## src/rtl/reg_reader.sv

```systemverilog
// rtl/reg_reader.sv - burst reader over a flattened register bank
//
// Purpose:
//   Accepts a read request (start address, length-1), waits WAIT cycles,
//   then streams one register word per cycle. Addresses wrap modulo NREG.
//   The consumer can hold a beat with rd_stall. rd_abort cancels an
//   active burst.
//
// Ports:
//   sys_clk   in   clock, all state changes on the rising edge
//   rst       in   synchronous active-high reset
//   reg_q     in   NREG*DW flattened register bank, word i at [i*DW +: DW]
//   rd_req    in   read request, sampled only while idle
//   rd_addr   in   AW   start address, sampled with rd_req
//   rd_len    in   AW   beats minus one, sampled with rd_req
//   rd_stall  in   hold the current beat
//   rd_abort  in   cancel the active burst, block acceptance while idle
//   rd_busy   out  burst in progress
//   rd_valid  out  rd_data carries a beat
//   rd_data   out  DW   beat data, zero when rd_valid is low
//   rd_last   out  final beat of the burst
//
// Configuration:
//   READ_SNAPSHOT_EN  when defined, the whole bank is captured at acceptance
//                     and every beat reads that copy. When undefined, each
//                     beat reads live reg_q at the edge that presents it.

module reg_reader #(
  parameter int DW   = 16,
  parameter int NREG = 8,
  parameter int AW   = 3,
  parameter int WAIT = 1
) (
  input  logic               sys_clk,
  input  logic               rst,
  input  logic [NREG*DW-1:0] reg_q,
  input  logic               rd_req,
  input  logic [AW-1:0]      rd_addr,
  input  logic [AW-1:0]      rd_len,
  input  logic               rd_stall,
  input  logic               rd_abort,
  output logic               rd_busy,
  output logic               rd_valid,
  output logic [DW-1:0]      rd_data,
  output logic               rd_last
);

  typedef enum logic [1:0] {
    IDLE   = 2'd0,
    WAITST = 2'd1,
    XFER   = 2'd2
  } state_t;

  localparam logic [3:0] WAIT_C = 4'(WAIT);

  state_t          state_q, state_d;
  logic [3:0]      wait_q, wait_d;
  logic [AW-1:0]   addr_q, addr_d;
  logic [AW-1:0]   len_q, len_d;
  logic [AW-1:0]   beat_q, beat_d;
  logic            busy_d, valid_d, last_d;
  logic [DW-1:0]   data_d;
  logic [AW-1:0]   addr_nxt, beat_nxt;

  // live_word: current register contents.
  // src_word: the data beats are taken from (snapshot or live).
  logic [DW-1:0]   live_word [NREG];
  logic [DW-1:0]   src_word  [NREG];

`ifdef READ_SNAPSHOT_EN
  logic [NREG*DW-1:0] snap_q, snap_d;
`endif

  for (genvar i = 0; i < NREG; i++) begin : g_words
    assign live_word[i] = reg_q[i*DW +: DW];
`ifdef READ_SNAPSHOT_EN
    assign src_word[i]  = snap_q[i*DW +: DW];
`else
    assign src_word[i]  = reg_q[i*DW +: DW];
`endif
  end

  // NREG is a power of two equal to 2**AW, so AW-bit addition wraps for free.
  assign addr_nxt = addr_q + 1'b1;
  assign beat_nxt = beat_q + 1'b1;

  always_comb begin
    state_d = state_q;
    wait_d  = wait_q;
    addr_d  = addr_q;
    len_d   = len_q;
    beat_d  = beat_q;
    busy_d  = rd_busy;
    valid_d = rd_valid;
    last_d  = rd_last;
    data_d  = rd_data;
`ifdef READ_SNAPSHOT_EN
    snap_d  = snap_q;
`endif

    case (state_q)
      IDLE: begin
        if (rd_req && !rd_abort) begin
          addr_d = rd_addr;
          len_d  = rd_len;
          beat_d = '0;
          wait_d = WAIT_C;
          busy_d = 1'b1;
`ifdef READ_SNAPSHOT_EN
          snap_d = reg_q;
`endif
          if (WAIT == 0) begin
            // No wait states: the first beat goes out on the acceptance
            // edge. Live data equals what the snapshot is capturing now.
            state_d = XFER;
            valid_d = 1'b1;
            data_d  = live_word[rd_addr];
            last_d  = (rd_len == '0);
          end else begin
            state_d = WAITST;
          end
        end
      end

      WAITST: begin
        if (rd_abort) begin
          state_d = IDLE;
          busy_d  = 1'b0;
          valid_d = 1'b0;
          last_d  = 1'b0;
          data_d  = '0;
        end else if (wait_q <= 4'd1) begin
          state_d = XFER;
          wait_d  = '0;
          valid_d = 1'b1;
          data_d  = src_word[addr_q];
          last_d  = (len_q == '0);
        end else begin
          wait_d = wait_q - 4'd1;
        end
      end

      XFER: begin
        if (rd_abort) begin
          state_d = IDLE;
          busy_d  = 1'b0;
          valid_d = 1'b0;
          last_d  = 1'b0;
          data_d  = '0;
        end else if (!rd_stall) begin
          if (beat_q == len_q) begin
            state_d = IDLE;
            busy_d  = 1'b0;
            valid_d = 1'b0;
            last_d  = 1'b0;
            data_d  = '0;
          end else begin
            addr_d  = addr_nxt;
            beat_d  = beat_nxt;
            data_d  = src_word[addr_nxt];
            last_d  = (beat_nxt == len_q);
          end
        end
      end

      default: begin
        state_d = IDLE;
        busy_d  = 1'b0;
        valid_d = 1'b0;
        last_d  = 1'b0;
        data_d  = '0;
      end
    endcase
  end

  always_ff @(posedge sys_clk) begin
    if (rst) begin
      state_q  <= IDLE;
      wait_q   <= '0;
      addr_q   <= '0;
      len_q    <= '0;
      beat_q   <= '0;
      rd_busy  <= 1'b0;
      rd_valid <= 1'b0;
      rd_last  <= 1'b0;
      rd_data  <= '0;
`ifdef READ_SNAPSHOT_EN
      snap_q   <= '0;
`endif
    end else begin
      state_q  <= state_d;
      wait_q   <= wait_d;
      addr_q   <= addr_d;
      len_q    <= len_d;
      beat_q   <= beat_d;
      rd_busy  <= busy_d;
      rd_valid <= valid_d;
      rd_last  <= last_d;
      rd_data  <= data_d;
`ifdef READ_SNAPSHOT_EN
      snap_q   <= snap_d;
`endif
    end
  end

endmodule

```

## config.mk

```make
export PLATFORM = sky130hd
export DESIGN_NAME = reg_reader
export DESIGN_NICKNAME = d
export VERILOG_FILES = /design/src/rtl/reg_reader.sv
export SDC_FILE = /design/constraint.sdc
export NUM_CORES = 1
export LEC_CHECK = 0
export ABC_AREA = 1
export CAP_MARGIN = 5
export CORE_ASPECT_RATIO = 0.8
export CORE_UTILIZATION = 48
export DETAILED_ROUTE_END_ITERATION = 8
export GPL_TIMING_DRIVEN = 0
export PLACE_DENSITY = 0.85
export SYNTH_ARGS = -nofsm -noshare
export SYNTH_HDL_FRONTEND = slang
export SYNTH_SLANG_ARGS = --single-unit
```

## constraint.sdc

```tcl
create_clock -name sys_clk -period 2 [get_ports sys_clk]
set_input_delay 0.4 -clock sys_clk [delete_from_list [all_inputs] [get_ports sys_clk]]
set_output_delay 0.4 -clock sys_clk [all_outputs]
set_load 0.01 [all_outputs]
```

==> run summary <==
Status: finished, final reports clean
Filler cells: 892
Total power draw: 7.72 mW
Vias per inst: 5.35
Post-synth top cells: 439 x nand2_1, 185 x nand3_1, 149 x inv_1, 34 x a21oi_1, 34 x dfxtp_1
Syn Inst Count: 952
Mapped cell area: 4720 um2
Global-route wire length before repair: 29500 um
Total congestion overflow: 0
Initial DRC Count: 726
Slowest CP cell: dfxtp_1
Setup Skew: 0.00589 ns
Critical path required time: 2.21 ns
Slew Viols, Final: 0
HP Start: rst
Root Buffer: clkbuf_16
Drt wl/cell: 15.1 um
Max transition margin: 51.7%
R2R Setup Slk: 0.10 ns
Sequential power share: 11.1%
Worst vdd rail ir drop: 635 uV
Yosys warning count: 0
Combinational power share: 77.7%
Number of distinct library cells after synthesis: 32
Clock Power Share: 11.2%
Max Freq: 527 MHz
Clock slew at reported path FFs: 0.05 ns
Hold path endpoint: rd_data[2]
Worst hold path type: in -> reg
Mean Syn Cell Area: 4.96 um2
Most common cell in the netlist: nand2_1
Router iterations before antenna repair: 7
H-Tree Depth: 2
Clock Latency Late Sink: 0.28 ns
Vias in the first global route: 5842
Post-CTS setup buffers: 0
Pin count of the biggest net entering global routing: 11
Crit end category: flop
#FFs+latches synth: 34
Internal Pwr Total: 3.47 mW
Post-synth top flop: dfxtp_1
P per Cell Area: 1170 nW/um2
Buf+Inv Stages, Crit Path: 3
Worst EP arrival: 2.10 ns
Post-synth ARST share: 0%
GRT Overall Usage: 36.5%
Number of diodes: 0
EDFF count, synth: 0
RSZ-0062 raised after global routing: true
Fin. Hold Viols: 0
R2R Path End: rd_data[1]
Antenna Nets Post-Route: 0
Die area: 10200 um2
Top cell type's share of synthesized area: 34.9%
Leakage: 3.52 nW
Hold depth: 2
Placer Congestion: 1.05
Synth Net Count: 1098
Setup-failing EPs final: 0
Min Tclk post-route: 1.90 ns
Seq/Total Area, Yosys: 14.4%
Port bufs: 156
WS Path Type: reg -> reg
Yosys top cell by area: nand2_1
Clock Tree Buf Depth: 2
Initial antenna violation count: 0
Die width: 113 um
Worst path cell trace: inv_1 > ha_1 > buf_2 > nand2_1 > nor2_8 > buf_6 > nand2_1 > nand2_1 > nand2_1 > a21oi_1
Detailed Route WL: 18600 um
Worst Setup Start Kind: flop
Layout net count: 1261
Critical path's most frequent cell: nand2_1
Crit Path Max Fanout: 10
Die Y: 90.7 um
Area after DPL: 6430 um2
# IOs: 158
Worst Tran Pin Value: 0.724 ns
Area grow syn2layout: 40.0%
Clk sinks: 34
Final Util: 71.0%
Top cells by area, synth: nand2_1 35%, nand3_1 20%, dfxtp_1 14%
Delay-heaviest family, CP: simple AND/OR/NAND/NOR gates
Design Area, Final: 6610 um2
CTS tree: built
Final period util: 94.9%
Sw Ratio: 55.1%
NetSw: 4.25 mW
Setup_tns: 0 ns
Num CTS Buffers: 5
Fin Hold WS: 0.449 ns
Core area: 9310 um2
Max incr delay on CP: 0.32 ns
Initial Util: 50.8%
Vias: 6590
Hpwl dp: 14000 um
Layout cells sized above 1: 6.00%
FF-to-FF path depth: 10
Max-cap violations: 0
R2r startpoint: state_q[0]
DRC: 0
Row cnt: 31
## per-layer routing
layer / up-vias / GRT usage [%] / wire length (um)
li1: 3239 / - / -
met1: 2794 / 48.5 / 7470
met2: 487 / 56.7 / 7930
met3: 70 / 7.58 / 2530
met4: 0 / 16.0 / 694
met5: - / 0 / 0
## flip-flops by register name, summed over array words and instances (netlist names)
signal    flops
rd_valid      1
state_q       2
beat_q        3
rd_busy       1
len_q         3
rd_data      16
addr_q        3
wait_q        4
rd_last       1
## worst register-to-register path, stage by stage (launching register included)
cell and delay, ns:
dfxtp_1 0.32, inv_1 0.11, ha_1 0.19, buf_2 0.23, nand2_1 0.18, nor2_8 0.24, buf_6 0.18, nand2_1 0.07
nand2_1 0.10, nand2_1 0.08, a21oi_1 0.12
## cell families after synthesis
group | after synthesis | share of synthesized area [%]
AOI/OAI and AO/OA | 49 | 5.59
xor gates and xnor gates | 4 | 1.30
and+or+nand+nor | 646 | 57.3
DFF | 34 | 14.4
buffers and inverters | 212 | 19.6
adders and majority gates | 7 | 1.85
## through the flow
step | cells | setup slack (ns)
CTS | 1231 | 0.0186
global route | 1231 | -0.00969
detailed placement | 1223 | -0.167
global placement | 1223 | -0.154
finish | 1231 | 0.102
floorplan | 952 | 0.468
## worst max path at each step
stage                          start           to  slack [ns]  cells past startpoint
after floorplan            addr_q[0]  rd_data[15]        0.47                     12
after global placement      rd_abort   rd_data[1]       -0.15                      9
after detailed placement    rd_abort   rd_data[1]       -0.17                      9
final                     state_q[0]   rd_data[1]        0.10                     10
after CTS                 state_q[1]   rd_data[1]        0.02                      9
after global routing       addr_q[0]   rd_data[6]       -0.01                     12
## power by group through the flow
stage	clock network (mW)	registers, mW	logic [mW]
after floorplan	0	0.865	4.00
after global placement	0	0.861	5.66
after detailed placement	0	0.863	5.69
after CTS	0.873	0.851	5.72
after global routing	0.910	0.865	6.50
final	0.864	0.853	6.00
## cell type report
type / count / area (um2) / area share (%)
buffer: 58 / 360 / 5.45
clock buffer: 7 / 133 / 2.01
clock inverter: 1 / 30.0 / 0.454
inverter: 154 / 578 / 8.74
multi-input combinational: 706 / 3130 / 47.3
sequential: 34 / 681 / 10.3
tap: 115 / 144 / 2.18
timing repair buffer: 156 / 1560 / 23.6
## what timing repair did
item / in CTS / in global routing
hold buffers: 0 / 0
endpoints found under the setup margin: 3 / 16
gates resized for setup: 1 / 14
## cell usage in the layout (no fill, tap or decap), types with 2 or more instances in the layout
| master | n |
|---|---|
| nand4_1 | 4 |
| inv_2 | 4 |
| clkbuf_2 | 5 |
| a21oi_1 | 34 |
| nand2_1 | 439 |
| clkbuf_1 | 12 |
| ha_1 | 6 |
| clkbuf_16 | 5 |
| buf_4 | 8 |
| clkdlybuf4s50_1 | 156 |
| nand3_1 | 185 |
| buf_1 | 2 |
| nor2_1 | 11 |
| dfxtp_1 | 34 |
| o21ai_0 | 10 |
| buf_6 | 10 |
| buf_2 | 22 |
| inv_1 | 149 |
(Power assumes the default switching activity.)
